$ cat src/rtl/mcu_pkg.sv
// Shared encodings for the multicycle control unit: state codes, opcodes,
// ALU control values and the registered instruction class.
package mcu_pkg;

  typedef enum logic [2:0] {
    ST_FETCH  = 3'd0,
    ST_DECODE = 3'd1,
    ST_EXEC   = 3'd2,
    ST_MEM    = 3'd3,
    ST_WB     = 3'd4,
    ST_FAULT  = 3'd7
  } state_e;

  typedef enum logic [2:0] {
    CL_R  = 3'd0,
    CL_I  = 3'd1,
    CL_LW = 3'd2,
    CL_SW = 3'd3,
    CL_BR = 3'd4
  } class_e;

  localparam logic [6:0] OP_RTYPE  = 7'b0110011;
  localparam logic [6:0] OP_ITYPE  = 7'b0010011;
  localparam logic [6:0] OP_LOAD   = 7'b0000011;
  localparam logic [6:0] OP_STORE  = 7'b0100011;
  localparam logic [6:0] OP_BRANCH = 7'b1100011;

  localparam logic [2:0] F3_ADD = 3'b000;
  localparam logic [2:0] F3_OR  = 3'b110;
  localparam logic [2:0] F3_AND = 3'b111;
  localparam logic [2:0] F3_LSW = 3'b010;
  localparam logic [2:0] F3_BEQ = 3'b000;
  localparam logic [2:0] F3_BNE = 3'b001;

  localparam logic [6:0] F7_BASE = 7'b0000000;
  localparam logic [6:0] F7_ALT  = 7'b0100000;

  localparam logic [3:0] ALU_ADD = 4'b0010;
  localparam logic [3:0] ALU_SUB = 4'b0110;
  localparam logic [3:0] ALU_AND = 4'b0000;
  localparam logic [3:0] ALU_OR  = 4'b0001;

endpackage

$ cat src/rtl/mcu_if.sv
// Control-unit to datapath/memory signal bundle; master is the control unit.
interface mcu_if;
  logic [6:0] opcode;
  logic [2:0] funct3;
  logic [6:0] funct7;
  logic       zero;
  logic       mem_ready;
  logic       ir_write;
  logic       pc_write;
  logic       pc_src;
  logic       iord;
  logic       mem_req;
  logic       memwrite;
  logic       alusrc;
  logic [3:0] aluctl;
  logic       regwrite;
  logic       mem2reg;
  logic       fault;
  logic [2:0] state;

  modport master (
    input  opcode, funct3, funct7, zero, mem_ready,
    output ir_write, pc_write, pc_src, iord, mem_req, memwrite,
           alusrc, aluctl, regwrite, mem2reg, fault, state
  );

  modport slave (
    output opcode, funct3, funct7, zero, mem_ready,
    input  ir_write, pc_write, pc_src, iord, mem_req, memwrite,
           alusrc, aluctl, regwrite, mem2reg, fault, state
  );
endinterface

$ cat src/rtl/mcu_decode.sv
// Combinational instruction classifier: opcode/funct to class, ALU control,
// branch sense and an illegal-encoding flag.
module mcu_decode
  import mcu_pkg::*;
#(
  parameter bit BNE_EN = 1'b1
) (
  input  logic [6:0] opcode,
  input  logic [2:0] funct3,
  input  logic [6:0] funct7,
  output class_e     cls,
  output logic [3:0] aluctl,
  output logic       br_ne,
  output logic       illegal
);

  always_comb begin
    cls     = CL_R;
    aluctl  = ALU_ADD;
    br_ne   = 1'b0;
    illegal = 1'b0;
    case (opcode)
      OP_RTYPE: begin
        cls = CL_R;
        if (funct7 == F7_BASE) begin
          case (funct3)
            F3_ADD:  aluctl = ALU_ADD;
            F3_OR:   aluctl = ALU_OR;
            F3_AND:  aluctl = ALU_AND;
            default: illegal = 1'b1;
          endcase
        end else if (funct7 == F7_ALT && funct3 == F3_ADD) begin
          aluctl = ALU_SUB;
        end else begin
          illegal = 1'b1;
        end
      end
      OP_ITYPE: begin
        cls     = CL_I;
        illegal = (funct3 != F3_ADD);
      end
      OP_LOAD: begin
        cls     = CL_LW;
        illegal = (funct3 != F3_LSW);
      end
      OP_STORE: begin
        cls     = CL_SW;
        illegal = (funct3 != F3_LSW);
      end
      OP_BRANCH: begin
        cls    = CL_BR;
        aluctl = ALU_SUB;
        if (funct3 == F3_BEQ) begin
          br_ne = 1'b0;
        end else if (funct3 == F3_BNE && BNE_EN) begin
          br_ne = 1'b1;
        end else begin
          illegal = 1'b1;
        end
      end
      default: illegal = 1'b1;
    endcase
  end

endmodule

$ cat src/rtl/multicycle_control_unit.sv
// Multicycle RISC-V control FSM with memory wait-state handshake and a
// stall watchdog that traps into a sticky FAULT state.
//
//   state  | meaning
//   FETCH  | request instruction at PC, load IR and PC+4 on ack
//   DECODE | classify IR, trap on illegal encodings
//   EXEC   | drive ALU; branches resolve here
//   MEM    | data access at ALU result, held until ack
//   WB     | register file write (ALU or memory data)
//   FAULT  | all enables off, left only by reset
module multicycle_control_unit
  import mcu_pkg::*;
#(
  parameter int unsigned MEM_TIMEOUT = 16,
  parameter bit          BNE_EN      = 1'b1
) (
  input  logic  clk,
  input  logic  rst_n,
  mcu_if.master bus
);

  localparam bit          WD_EN = (MEM_TIMEOUT != 0);
  localparam int unsigned WD_W  = (MEM_TIMEOUT > 2) ? $clog2(MEM_TIMEOUT) : 1;
  localparam logic [WD_W-1:0] WD_TC = WD_W'((MEM_TIMEOUT > 0) ? MEM_TIMEOUT - 1 : 0);

  state_e          state_q, state_d;
  class_e          cls_q, cls_d;
  logic [3:0]      aluctl_q, aluctl_d;
  logic            br_ne_q, br_ne_d;
  logic            fault_q, fault_d;
  logic [WD_W-1:0] wd_q, wd_d;

  class_e     dec_cls;
  logic [3:0] dec_aluctl;
  logic       dec_br_ne;
  logic       dec_illegal;
  logic       stall;
  logic       wd_trip;

  mcu_decode #(.BNE_EN(BNE_EN)) u_decode (
    .opcode  (bus.opcode),
    .funct3  (bus.funct3),
    .funct7  (bus.funct7),
    .cls     (dec_cls),
    .aluctl  (dec_aluctl),
    .br_ne   (dec_br_ne),
    .illegal (dec_illegal)
  );

  // Trip on the last allowed stall cycle so an ack in that cycle still wins.
  assign stall   = (state_q == ST_FETCH || state_q == ST_MEM) && !bus.mem_ready;
  assign wd_trip = WD_EN && stall && (wd_q == WD_TC);

  always_ff @(posedge clk) begin
    if (!rst_n) begin
      state_q  <= ST_FETCH;
      cls_q    <= CL_R;
      aluctl_q <= ALU_AND;
      br_ne_q  <= 1'b0;
      fault_q  <= 1'b0;
      wd_q     <= '0;
    end else begin
      state_q  <= state_d;
      cls_q    <= cls_d;
      aluctl_q <= aluctl_d;
      br_ne_q  <= br_ne_d;
      fault_q  <= fault_d;
      wd_q     <= wd_d;
    end
  end

  always_comb begin
    state_d  = state_q;
    cls_d    = cls_q;
    aluctl_d = aluctl_q;
    br_ne_d  = br_ne_q;
    fault_d  = fault_q;
    wd_d     = '0;
    if (WD_EN && stall) wd_d = wd_q + WD_W'(1);
    case (state_q)
      ST_FETCH: begin
        if (bus.mem_ready)  state_d = ST_DECODE;
        else if (wd_trip)   state_d = ST_FAULT;
      end
      ST_DECODE: begin
        if (dec_illegal) begin
          state_d = ST_FAULT;
        end else begin
          state_d  = ST_EXEC;
          cls_d    = dec_cls;
          aluctl_d = dec_aluctl;
          br_ne_d  = dec_br_ne;
        end
      end
      ST_EXEC: begin
        case (cls_q)
          CL_R, CL_I:   state_d = ST_WB;
          CL_LW, CL_SW: state_d = ST_MEM;
          default:      state_d = ST_FETCH;
        endcase
      end
      ST_MEM: begin
        if (bus.mem_ready) begin
          if (cls_q == CL_LW) state_d = ST_WB;
          else                state_d = ST_FETCH;
        end else if (wd_trip) begin
          state_d = ST_FAULT;
        end
      end
      ST_WB:   state_d = ST_FETCH;
      default: state_d = ST_FAULT;
    endcase
    if (state_d == ST_FAULT) fault_d = 1'b1;
  end

  always_comb begin
    bus.ir_write = 1'b0;
    bus.pc_write = 1'b0;
    bus.pc_src   = 1'b0;
    bus.iord     = 1'b0;
    bus.mem_req  = 1'b0;
    bus.memwrite = 1'b0;
    bus.alusrc   = 1'b0;
    bus.aluctl   = ALU_AND;
    bus.regwrite = 1'b0;
    bus.mem2reg  = 1'b0;
    case (state_q)
      ST_FETCH: begin
        bus.mem_req  = 1'b1;
        bus.ir_write = bus.mem_ready;
        bus.pc_write = bus.mem_ready;
      end
      ST_EXEC: begin
        case (cls_q)
          CL_R: bus.aluctl = aluctl_q;
          CL_I, CL_LW, CL_SW: begin
            bus.alusrc = 1'b1;
            bus.aluctl = ALU_ADD;
          end
          default: begin
            bus.aluctl   = ALU_SUB;
            bus.pc_write = br_ne_q ? !bus.zero : bus.zero;
            bus.pc_src   = br_ne_q ? !bus.zero : bus.zero;
          end
        endcase
      end
      ST_MEM: begin
        bus.mem_req  = 1'b1;
        bus.iord     = 1'b1;
        bus.memwrite = (cls_q == CL_SW);
      end
      ST_WB: begin
        bus.regwrite = 1'b1;
        bus.mem2reg  = (cls_q == CL_LW);
      end
      default: ;
    endcase
    // A cycle spent in reset must never commit architectural state.
    if (!rst_n) begin
      bus.ir_write = 1'b0;
      bus.pc_write = 1'b0;
      bus.memwrite = 1'b0;
      bus.regwrite = 1'b0;
    end
  end

  assign bus.fault = fault_q;
  assign bus.state = state_q;

endmodule
$ cat src/flat_wrapper.sv
// flat-port wrapper written by rule: the top's interface ports become plain ports
module multicycle_control_unit_flat import mcu_pkg::*;
#(
  parameter int unsigned MEM_TIMEOUT = 16,
  parameter bit          BNE_EN      = 1'b1
)
  (clk, rst_n, bus_opcode, bus_funct3, bus_funct7, bus_zero, bus_mem_ready, bus_ir_write, bus_pc_write, bus_pc_src, bus_iord, bus_mem_req, bus_memwrite, bus_alusrc, bus_aluctl, bus_regwrite, bus_mem2reg, bus_fault, bus_state);
  mcu_if bus_i ();
  input  logic clk;
  input  logic rst_n;
  input wire logic [$bits(bus_i.opcode)-1:0] bus_opcode;
  input wire logic [$bits(bus_i.funct3)-1:0] bus_funct3;
  input wire logic [$bits(bus_i.funct7)-1:0] bus_funct7;
  input wire logic [$bits(bus_i.zero)-1:0] bus_zero;
  input wire logic [$bits(bus_i.mem_ready)-1:0] bus_mem_ready;
  output wire logic [$bits(bus_i.ir_write)-1:0] bus_ir_write;
  output wire logic [$bits(bus_i.pc_write)-1:0] bus_pc_write;
  output wire logic [$bits(bus_i.pc_src)-1:0] bus_pc_src;
  output wire logic [$bits(bus_i.iord)-1:0] bus_iord;
  output wire logic [$bits(bus_i.mem_req)-1:0] bus_mem_req;
  output wire logic [$bits(bus_i.memwrite)-1:0] bus_memwrite;
  output wire logic [$bits(bus_i.alusrc)-1:0] bus_alusrc;
  output wire logic [$bits(bus_i.aluctl)-1:0] bus_aluctl;
  output wire logic [$bits(bus_i.regwrite)-1:0] bus_regwrite;
  output wire logic [$bits(bus_i.mem2reg)-1:0] bus_mem2reg;
  output wire logic [$bits(bus_i.fault)-1:0] bus_fault;
  output wire logic [$bits(bus_i.state)-1:0] bus_state;
  assign bus_i.opcode = bus_opcode;
  assign bus_i.funct3 = bus_funct3;
  assign bus_i.funct7 = bus_funct7;
  assign bus_i.zero = bus_zero;
  assign bus_i.mem_ready = bus_mem_ready;
  assign bus_ir_write = bus_i.ir_write;
  assign bus_pc_write = bus_i.pc_write;
  assign bus_pc_src = bus_i.pc_src;
  assign bus_iord = bus_i.iord;
  assign bus_mem_req = bus_i.mem_req;
  assign bus_memwrite = bus_i.memwrite;
  assign bus_alusrc = bus_i.alusrc;
  assign bus_aluctl = bus_i.aluctl;
  assign bus_regwrite = bus_i.regwrite;
  assign bus_mem2reg = bus_i.mem2reg;
  assign bus_fault = bus_i.fault;
  assign bus_state = bus_i.state;
  multicycle_control_unit #(.MEM_TIMEOUT(MEM_TIMEOUT), .BNE_EN(BNE_EN)) u_core (.clk(clk), .rst_n(rst_n), .bus(bus_i));
endmodule
$ cat config.mk
export PLATFORM = sky130hd
export DESIGN_NAME = multicycle_control_unit_flat
export DESIGN_NICKNAME = d
export VERILOG_FILES = /design/src/rtl/mcu_pkg.sv /design/src/rtl/mcu_if.sv /design/src/rtl/mcu_decode.sv /design/src/rtl/multicycle_control_unit.sv /design/src/flat_wrapper.sv
export SDC_FILE = /design/constraint.sdc
export NUM_CORES = 1
export LEC_CHECK = 0
export BUFFER_PORTS_ARGS = -buffer_cell sky130_fd_sc_hd__buf_2
export CORE_MARGIN = 2
export CORE_UTILIZATION = 50
export CTS_BUF_LIST = sky130_fd_sc_hd__clkbuf_8
export CTS_CLUSTER_DIAMETER = 80
export CTS_CLUSTER_SIZE = 30
export DETAILED_ROUTE_END_ITERATION = 12
export GPL_TIMING_DRIVEN = 1
export PLACE_DENSITY = 0.81
export SETUP_SLACK_MARGIN = 0.02
export SLEW_MARGIN = 5
export SYNTH_ARGS = -nofsm -noshare
export SYNTH_HDL_FRONTEND = slang
export SYNTH_SLANG_ARGS = --single-unit
$ cat constraint.sdc
create_clock -name clk -period 2 [get_ports clk]
set_input_delay 0.4 -clock clk [delete_from_list [all_inputs] [get_ports clk]]
set_output_delay 0.4 -clock clk [all_outputs]
set_load 0.01 [all_outputs]
==> results.tsv <==
metric	value	unit
status	completed	
core	1920	sq um
irDropWorstVdd	0.516	mV
design_area	1310	sq um
syn_avg_cell_area	7.71	sq um
ant_nets	0	
synth_cells	129	
num_vias	1130	
grt_pass1_wl	4.04	mm
max_cap_violations	0	
die_x	48.6	um
antenna_found_initial	0	
dp_cells	192	
synth_top_area_frac	0.302	
rsz0062_at_grt	false	
grt_usage	0.217	
io_pins	38	
power_density	918	nW/um^2
cts-root-buf	clkbuf_8	
drt_iter0_drc	28	
synth.most_common_cell	dfxtp_1	
syn_area	995	sq um
fin_setup_tns	0	ps
clock_latency	240	ps
vias_per_cell	5.71	
hp-class	register to register	
setup_ws	160	ps
grt_max_degree	15	
yosysWarningCount	0	
cts_made_buffers	3	
drive_gt1_frac	0.333	
clock_skew	0.585	ps
synthFlopType	dfxtp_1	
cts_num_sinks	15	
placed_area	1220	sq um
post-dp-hpwl	2.01	mm
critPathLaunchType	register	
cp-end-kind	output port	
drc	0	
report.final.slew_viol_count	0	
portBuffers	36	
die_h	48.6	um
synth_common_cells	dfxtp_1 (15), nor2_1 (14), a21oi_1 (12), o21ai_0 (9), nor3_1 (8)	
cts_hold_buf	0	
htree_levels	1	
cp_max_fo	4	
synth.area.top_cells	dfxtp_1 (30%), a21oi_1 (6.0%), nor2_1 (5.3%)	
crit_required	1600	ps
fin_crit_sh	0.920	
synth_top_area_cell	dfxtp_1	
cp.arrival	1440	ps
setup_viol	0	
syn2layout_area_growth	31.3	%
die-area	2360	sq um
wl_per_cell	12.7	um
async_flop_share	0	
place.gp.congestion	0.904	
crit_type	register to output port	
antenna_cells	0	
finalWirelength	2.51	mm
fin_nets	194	
place_ws	43.2	ps
cts_tree	built	
initial_utilization	0.518	
layout_min_cycle_time	1840	ps
synth.distinct_cells	46	
clkTransAtPathRegs	60	ps
seq_area_frac_synth	0.302	
p_leak	0.577	nW
synth_fp_nets	151	
yosys_register_bits	15	
grt_pass1_vias	977	
grt_overflow_total	0	
hold_viol_final	0	
fmax	543	MHz
firstDrtPassIters	4	
synth_edf_count	0	
final_cell_count_no_fill	198	
rows	16	
clk_path_buf_depth	2	
==> path summary, 6_finish.rpt <==
kind / startpoint / depth (start not counted) / slack (ps) / to
max: u_core.bus.state[0] / 7 / 160 / bus_pc_write
min: u_core.wd_q[0] / 1 / 450 / u_core.wd_q[0]
max reg2reg: u_core.bus.state[1] / 5 / 320 / u_core.aluctl_q[0]
min reg2reg: u_core.wd_q[0] / 1 / 450 / u_core.wd_q[0]
==> critical path, stage by stage, from the launching register on <==
cell and delay [ps]:
dfxtp_2 320, buf_6 110, nand2b_4 150, nor2_4 90
and3_4 180, a21oi_1 40, nor3_1 150, buf_2 150
==> metrics by stage <==
stage	util	hold slack (ps)	total power [mW]
floorplan	-	418	0.709
detailed placement	0.635	446	0.902
CTS	0.659	455	1.14
global route	0.680	476	1.28
finish	0.680	455	1.20
global placement	0.635	430	0.890
==> sequential cells by signal, summed over array words and instances (netlist names) <==
signal	cells
u_core.aluctl_q	3
u_core.br_ne_q	1
u_core.bus.fault	1
u_core.bus.state	3
u_core.cls_q	3
u_core.wd_q	4
==> layout make-up <==
cell class / count / area (sq um)
well taps: 27 / 33.8
inverters: 5 / 18.8
multi-input cells: 103 / 663
repair buffers: 44 / 244
flip-flops and latches: 15 / 302
clock buffers: 3 / 41.3
clock inverters: 1 / 3.75
fillers: 173 / 616
==> cells by family after synthesis <==
| family | count (synthesis) | share of synthesized area |
|---|---|---|
| AO/OA/AOI/OAI | 37 | 0.236 |
| XOR/XNOR | 4 | 0.0352 |
| adder cells (fa/ha/maj) | 1 | 0.0126 |
| buffers and inverters | 11 | 0.0516 |
| flip-flops | 15 | 0.302 |
| other | 1 | 0.00377 |
| AND/OR/NAND/NOR | 60 | 0.358 |
==> routing by layer <==
metal  up-vias  part of all wire  global-route usage
li1        571                 -                   -
met1       494              0.42               0.242
met2        59              0.49               0.400
met3         6             0.062              0.0185
met4         0             0.021               0.124
met5         -                 0                   0
==> timing repair <==
action                                  4_1_cts  5_1_grt
gates resized for setup                       0        6
hold endpoints to repair                      0        0
setup buffers                                 0        2
endpoints found under the setup margin        0        1
==> placed cells by master, fill, tap and decap left out, types with 3 or more instances in the layout <==
| cell type | n |
|---|---|
| nand2_1 | 4 |
| dfxtp_1 | 14 |
| nor2_1 | 13 |
| inv_1 | 6 |
| nand4_1 | 3 |
| nand3_1 | 3 |
| and3_1 | 3 |
| nor3_1 | 8 |
| o21ai_0 | 9 |
| a21oi_1 | 12 |
| nor4_1 | 4 |
| clkbuf_8 | 3 |
| buf_4 | 7 |
| buf_2 | 36 |
==> power breakdown <==
| part | internal (mW) | total, mW | leakage, nW | switching, mW |
|---|---|---|---|---|
| registers | 0.347 | 0.380 | 0.122 | 0.0333 |
| clock network | 0.136 | 0.236 | 0.0269 | 0.100 |
| logic | 0.259 | 0.583 | 0.428 | 0.324 |
Note: power is estimated with default switching activity, not from simulation.
